$ cat src/rtl/ps2_scancode_receiver.sv
// ps2_scancode_receiver
//   Receive-only PS/2 keyboard front end. Conditions the raw PS/2 clock and
//   data lines, deframes 11-bit device-to-host frames (start, 8 data bits
//   LSB first, odd parity, stop) and folds the E0 (extended) and F0 (break)
//   prefixes into a single key event per keystroke.
//
// Ports
//   CLOCK_50    in   system clock
//   reset       in   asynchronous, active-high reset
//   PS2_CLK     in   raw PS/2 clock (asynchronous)
//   PS2_DAT     in   raw PS/2 data (asynchronous)
//   byte_data   out  last correctly received byte (held)
//   byte_valid  out  one-cycle pulse, byte_data updated
//   key_code    out  scancode of the decoded event (held)
//   key_ext     out  event was E0-prefixed (held)
//   key_break   out  event is a release, F0-prefixed (held)
//   key_valid   out  one-cycle pulse, key_* fields updated
//   frame_err   out  one-cycle pulse on parity, stop or timeout error
module ps2_scancode_receiver #(
    parameter int FILTER_LEN     = 8,
    parameter int TIMEOUT_CYCLES = 100000
) (
    input  logic       CLOCK_50,
    input  logic       reset,
    input  logic       PS2_CLK,
    input  logic       PS2_DAT,
    output logic [7:0] byte_data,
    output logic       byte_valid,
    output logic [7:0] key_code,
    output logic       key_ext,
    output logic       key_break,
    output logic       key_valid,
    output logic       frame_err
);

    localparam int FW = $clog2(FILTER_LEN + 1);
    localparam int TW = $clog2(TIMEOUT_CYCLES + 1);

    typedef enum logic [1:0] {
        S_IDLE,
        S_DATA,
        S_PARITY,
        S_STOP
    } state_t;

    state_t          r_state;
    state_t          w_next;
    logic [1:0]      r_clk_sync;
    logic [1:0]      r_dat_sync;
    logic            r_filt_clk;
    logic [FW-1:0]   r_filt_cnt;
    logic            r_fall;
    logic [7:0]      r_shift;
    logic [2:0]      r_bit_cnt;
    logic            r_parity;
    logic [TW-1:0]   r_timeout;
    logic            r_ext;
    logic            r_brk;
    logic [7:0]      r_byte_data;
    logic            r_byte_valid;
    logic [7:0]      r_key_code;
    logic            r_key_ext;
    logic            r_key_break;
    logic            r_key_valid;
    logic            r_frame_err;

    logic            w_clk_s;
    logic            w_dat_s;
    logic            w_filt_update;
    logic            w_busy;
    logic            w_timeout;
    logic            w_frame_done;
    logic            w_frame_good;

    assign w_clk_s = r_clk_sync[1];
    assign w_dat_s = r_dat_sync[1];

    // The filtered clock only moves once the synchronized clock has disagreed
    // with it for FILTER_LEN samples in a row; shorter glitches are dropped.
    assign w_filt_update = (w_clk_s != r_filt_clk) &&
                           (r_filt_cnt == FW'(FILTER_LEN - 1));

    // Idle lines read as 1, so the synchronizers and filter reset high to
    // avoid a false falling edge coming out of reset.
    // NOTE: sequential state is written with non-blocking assignments only,
    // so every flop samples the pre-edge values of the others.
    always_ff @(posedge CLOCK_50 or posedge reset) begin
        if (reset) begin
            r_clk_sync <= 2'b11;
            r_dat_sync <= 2'b11;
            r_filt_clk <= 1'b1;
            r_filt_cnt <= '0;
            r_fall     <= 1'b0;
        end else begin
            r_clk_sync <= {r_clk_sync[0], PS2_CLK};
            r_dat_sync <= {r_dat_sync[0], PS2_DAT};
            r_fall     <= w_filt_update && !w_clk_s;
            if (w_clk_s == r_filt_clk) begin
                r_filt_cnt <= '0;
            end else if (w_filt_update) begin
                r_filt_clk <= w_clk_s;
                r_filt_cnt <= '0;
            end else begin
                r_filt_cnt <= r_filt_cnt + FW'(1);
            end
        end
    end

    always_ff @(posedge CLOCK_50 or posedge reset) begin
        if (reset) begin
            r_state <= S_IDLE;
        end else begin
            r_state <= w_next;
        end
    end

    // NOTE: every signal driven here gets a default first so no path through
    // the block can leave it unassigned and infer a latch.
    always_comb begin
        w_next       = r_state;
        w_timeout    = 1'b0;
        w_frame_done = 1'b0;
        w_busy       = (r_state != S_IDLE);
        if (w_busy && (r_timeout == TW'(TIMEOUT_CYCLES))) begin
            // A stalled frame is abandoned even if an edge arrives now.
            w_timeout = 1'b1;
            w_next    = S_IDLE;
        end else if (r_fall) begin
            case (r_state)
                S_IDLE:   if (!w_dat_s) w_next = S_DATA;
                S_DATA:   if (r_bit_cnt == 3'd7) w_next = S_PARITY;
                S_PARITY: w_next = S_STOP;
                S_STOP: begin
                    w_next       = S_IDLE;
                    w_frame_done = 1'b1;
                end
                default:  w_next = S_IDLE;
            endcase
        end
    end

    // Odd parity: data bits plus parity bit must hold an odd number of ones.
    assign w_frame_good = w_frame_done && w_dat_s && (^{r_shift, r_parity});

    always_ff @(posedge CLOCK_50 or posedge reset) begin
        if (reset) begin
            r_shift      <= '0;
            r_bit_cnt    <= '0;
            r_parity     <= 1'b0;
            r_timeout    <= '0;
            r_ext        <= 1'b0;
            r_brk        <= 1'b0;
            r_byte_data  <= '0;
            r_byte_valid <= 1'b0;
            r_key_code   <= '0;
            r_key_ext    <= 1'b0;
            r_key_break  <= 1'b0;
            r_key_valid  <= 1'b0;
            r_frame_err  <= 1'b0;
        end else begin
            r_byte_valid <= 1'b0;
            r_key_valid  <= 1'b0;
            r_frame_err  <= 1'b0;

            if (!w_busy || r_fall || w_timeout) begin
                r_timeout <= '0;
            end else begin
                r_timeout <= r_timeout + TW'(1);
            end

            if (r_fall && !w_timeout) begin
                case (r_state)
                    S_IDLE:   r_bit_cnt <= '0;
                    S_DATA: begin
                        // LSB arrives first, so shift in from the top.
                        r_shift   <= {w_dat_s, r_shift[7:1]};
                        r_bit_cnt <= r_bit_cnt + 3'd1;
                    end
                    S_PARITY: r_parity <= w_dat_s;
                    default:  ;
                endcase
            end

            if (w_timeout || (w_frame_done && !w_frame_good)) begin
                r_frame_err <= 1'b1;
                r_ext       <= 1'b0;
                r_brk       <= 1'b0;
            end else if (w_frame_good) begin
                r_byte_data  <= r_shift;
                r_byte_valid <= 1'b1;
                if (r_shift == 8'hE0) begin
                    r_ext <= 1'b1;
                end else if (r_shift == 8'hF0) begin
                    r_brk <= 1'b1;
                end else begin
                    r_key_code  <= r_shift;
                    r_key_ext   <= r_ext;
                    r_key_break <= r_brk;
                    r_key_valid <= 1'b1;
                    r_ext       <= 1'b0;
                    r_brk       <= 1'b0;
                end
            end
        end
    end

    assign byte_data  = r_byte_data;
    assign byte_valid = r_byte_valid;
    assign key_code   = r_key_code;
    assign key_ext    = r_key_ext;
    assign key_break  = r_key_break;
    assign key_valid  = r_key_valid;
    assign frame_err  = r_frame_err;

endmodule

$ cat config.mk
export PLATFORM = sky130hd
export DESIGN_NAME = ps2_scancode_receiver
export DESIGN_NICKNAME = d
export VERILOG_FILES = /design/src/rtl/ps2_scancode_receiver.sv
export SDC_FILE = /design/constraint.sdc
export NUM_CORES = 1
export LEC_CHECK = 0
export BUFFER_PORTS_ARGS = -buffer_cell sky130_fd_sc_hd__buf_2
export CAP_MARGIN = 15
export CORE_AREA = 4 4 76 78
export CTS_CLUSTER_DIAMETER = 50
export CTS_CLUSTER_SIZE = 16
export DETAILED_ROUTE_END_ITERATION = 6
export DIE_AREA = 0 0 80 82
export GPL_ROUTABILITY_DRIVEN = 0
export HOLD_SLACK_MARGIN = 0.08
export PLACE_DENSITY = 0.75
export SLEW_MARGIN = 0
export SYNTH_ARGS = -nofsm -noshare
export SYNTH_HDL_FRONTEND = slang
export SYNTH_SLANG_ARGS = --single-unit
$ cat constraint.sdc
create_clock -name CLOCK_50 -period 3.5 [get_ports CLOCK_50]
set_clock_uncertainty 0.2 [all_clocks]
set_input_delay 0.35 -clock CLOCK_50 [delete_from_list [all_inputs] [get_ports CLOCK_50]]
set_output_delay 0.35 -clock CLOCK_50 [all_outputs]
set_load 0.1 [all_outputs]
==> out/results.txt <==
Cell variety after synth - 40
Synth Register Bits - 64
largest area contributor in the netlist - sky130_fd_sc_hd__dfrtp_1
setup violators final - 0
Layout Nets - 293
leading cell type in the layout, fill and taps excluded - sky130_fd_sc_hd__dfrtp_1
Static Leakage - 1.58 nW
critical path class - reg2reg
setup repair after global routing missed its margin - no
critical path required time - 3.52 ns
critical path capture point type - flop
largest stage delay on the critical path - 0.49 ns
first-pass detailed-route iteration total - 4
maximum resistive drop on vdd - 0.258 mV
CTS clock-pin slew for the worst setup and hold paths - 0.06 ns
signed area change from the synthesized netlist to the final layout - 13.9%
die boundary height - 82 µm
count of antenna diodes in the layout - 0
headroom to the max-slew limit - 0.445
fill cell count - 423
Syn Std Cell Area - 2860 µm²
drt via density - 5.18
clock sink total - 64
Die X - 80 µm
Initial DRC Count - 72
synthesis warning total - 0
Internal - 0.00112 W
TritonCTS clock tree - done
buffer count from post-CTS setup fixing - 0
antenna violations before repair - 0
global route total overflow - 0
net switching fraction of the power - 0.217
Total Wirelength - 4700 µm
Max stage delay cell, worst path - sky130_fd_sc_hd__or3_1
combinational power share - 0.043
data arrival time of the worst path - 3.07 ns
pin count of the biggest net entering global routing - 43
Buffers on Ports - 24
cells along the critical path - inv_1, ha_1, nor4b_1, nand4_1, or3_1, and4b_4, a31oi_4, mux2_2
Tot GR Track Use - 0.169
ratio of final minimum period to clock period - 0.870
NetSw - 0.000310 W
status - finished clean
Placeable Area - 5070 µm²
Routed Antenna Nets - 0
worst hold slack - 0.160 ns
transition time of the tightest slew-check pin - 0.832 ns
Clk pwr share - 0.410
highest fanout seen on the critical path - 13
number of levels in the clock H-tree - 3
Starting Density - 0.563
total of max-cap violations - 0
number of pins exceeding their max-slew limit in the final report - 0
number of hold violations in the final report - 0
total power density per cell area - 439 nW/µm²
Remaining DRCs - 0
I/O pin total - 25
top cells by area, synth - sky130_fd_sc_hd__dfrtp_1 (52%), sky130_fd_sc_hd__mux2_2 (5.1%), sky130_fd_sc_hd__dfstp_2 (4.6%)
Worst Path Buf+Inv - 1
post-synthesis average cell area - 11.6 µm²
min-delay worst type - reg2reg
later-pin clock latency in the skew report - 0.33 ns
sequential element share of the synthesized area - 0.563
half-perimeter wire length of the detailed placement result - 3280 µm
Post-CTS Hold Buffers - 3
CTS Buf Count - 9
full die area - 6560 µm²
post-synth top area share - 0.517
most used cells in the layout excluding fill and tap cells - sky130_fd_sc_hd__dfrtp_1 (59), sky130_fd_sc_hd__nor2_1 (25), sky130_fd_sc_hd__buf_2 (24)
nature of the critical path startpoint - flop
cell family with most CP delay - simple AND/OR/NAND/NOR gates
wire length of the first global-routing pass - 8300 µm
worst setup timing slack at the placement stage - 0.430 ns
time the final worst path needs with I/O delays and setup - 3.05 ns
gate count of the mapped netlist - 246
via count - 1,840
average wire per cell in the routed design - 13.2 µm
post-synth net total - 259
fmax - 328 MHz
clock root buffer - sky130_fd_sc_hd__clkbuf_8
post-cts sizing count - 0
placement row count - 26
portion of total power attributed to sequential cells - 0.547
Max Root-Sink Buffers - 2
vias in the first global route - 1,775
post-layout worst setup margin - 0.454 ns
Setup TNS Final - 0 ns
fraction of final layout cells with drive strength greater than 1 - 0.246
==> flip-flops by register name, summed over array words and instances (netlist names), 2 cells and up <==
signal,flops
key_code,8
r_dat_sync,2
r_clk_sync,2
byte_data,8
r_timeout,17
r_state,2
r_shift,8
r_filt_cnt,4
r_bit_cnt,3
==> synthesized netlist by cell type (all sizes together) <==
cell type / count
nor3b: 2
nor4b: 1
a22o: 3
nand2: 16
nor2b: 2
o31ai: 2
mux2: 18
or4: 1
buf: 3
and4b: 1
xor2: 11
and3: 7
o21ai: 14
xnor2: 14
o211ai: 1
nor4bb: 1
nand3: 12
dfstp: 5
a21boi: 1
nor3: 3
nor2: 27
ha: 9
dfrtp: 59
a21oi: 2
o2111ai: 1
a32oi: 2
and2: 1
nand3b: 1
nand4: 5
a31oi: 1
inv: 14
or3: 3
clkbuf: 3
==> stage by stage <==
stage               power, W  area (µm²)   util  cells
floorplan           0.000840        2860      -    246
global placement    0.000854        3040  0.600    336
detailed placement  0.000856        3040  0.600    336
CTS                  0.00144        3250  0.641    355
global route         0.00149        3250  0.641    355
finish               0.00143        3250  0.641    355
==> cell families after synthesis <==
| kind of cell | after synthesis | share of synthesized area |
|---|---|---|
| simple gates | 83 | 0.146 |
| flops | 64 | 0.563 |
| compound gates | 27 | 0.0666 |
| xor+xnor | 25 | 0.0767 |
| buf+inv | 20 | 0.0307 |
| mux | 18 | 0.0775 |
| fa+ha+maj | 9 | 0.0394 |
==> worst paths after layout <==
path	start	end	slack, ns	depth (start not counted)
setup / recovery	r_state[0]$_DFFE_PP0P_	key_ext$_DFFE_PP0P_	0.45	8
hold / removal	r_dat_sync[0]$_DFF_PP1_	r_dat_sync[1]$_DFF_PP1_	0.16	0
setup reg to reg	r_state[0]$_DFFE_PP0P_	key_ext$_DFFE_PP0P_	0.45	8
hold reg to reg	r_dat_sync[0]$_DFF_PP1_	r_dat_sync[1]$_DFF_PP1_	0.16	0
max in group asynchronous	reset	key_code[3]$_DFFE_PP0P_	1.75	4
min in group asynchronous	reset	r_filt_cnt[2]$_DFF_PP0_	0.55	3
==> worst reg2reg max path, cell delays in order, from the launching register on <==
cell and delay (ns):
sky130_fd_sc_hd__dfrtp_1 0.40, sky130_fd_sc_hd__inv_1 0.08, sky130_fd_sc_hd__ha_1 0.25, sky130_fd_sc_hd__nor4b_1 0.28, sky130_fd_sc_hd__nand4_1 0.20, sky130_fd_sc_hd__or3_1 0.49, sky130_fd_sc_hd__and4b_4 0.26, sky130_fd_sc_hd__a31oi_4 0.40
sky130_fd_sc_hd__mux2_2 0.39
==> routing by layer <==
layer	track usage	vias to the layer above	share of wire
li1	-	911	-
met1	0.211	885	0.46
met2	0.270	37	0.48
met3	0.0362	7	0.040
met4	0.101	0	0.017
met5	0	-	0
==> power by group through the flow <==
stage / combinational, W / clock, W / sequential (W)
after floorplan: 0.0000482 / 0 / 0.000792
after global placement: 0.0000591 / 0 / 0.000795
after detailed placement: 0.0000611 / 0 / 0.000795
after CTS: 0.0000642 / 0.000599 / 0.000782
after global routing: 0.0000716 / 0.000633 / 0.000785
final: 0.0000622 / 0.000586 / 0.000782
==> cell type report <==
type                            instances  area, µm²  share of cell area
Sequential cell                        64       1610               0.494
Clock buffer                           12        135              0.0415
Tap cell                               70       87.6              0.0269
Clock inverter                          4       45.0              0.0138
Timing Repair Buffer                   29        165              0.0507
Multi-Input combinational cell        162       1160               0.357
Inverter                               14       52.6              0.0161
Power figures use the tool's default switching activity.
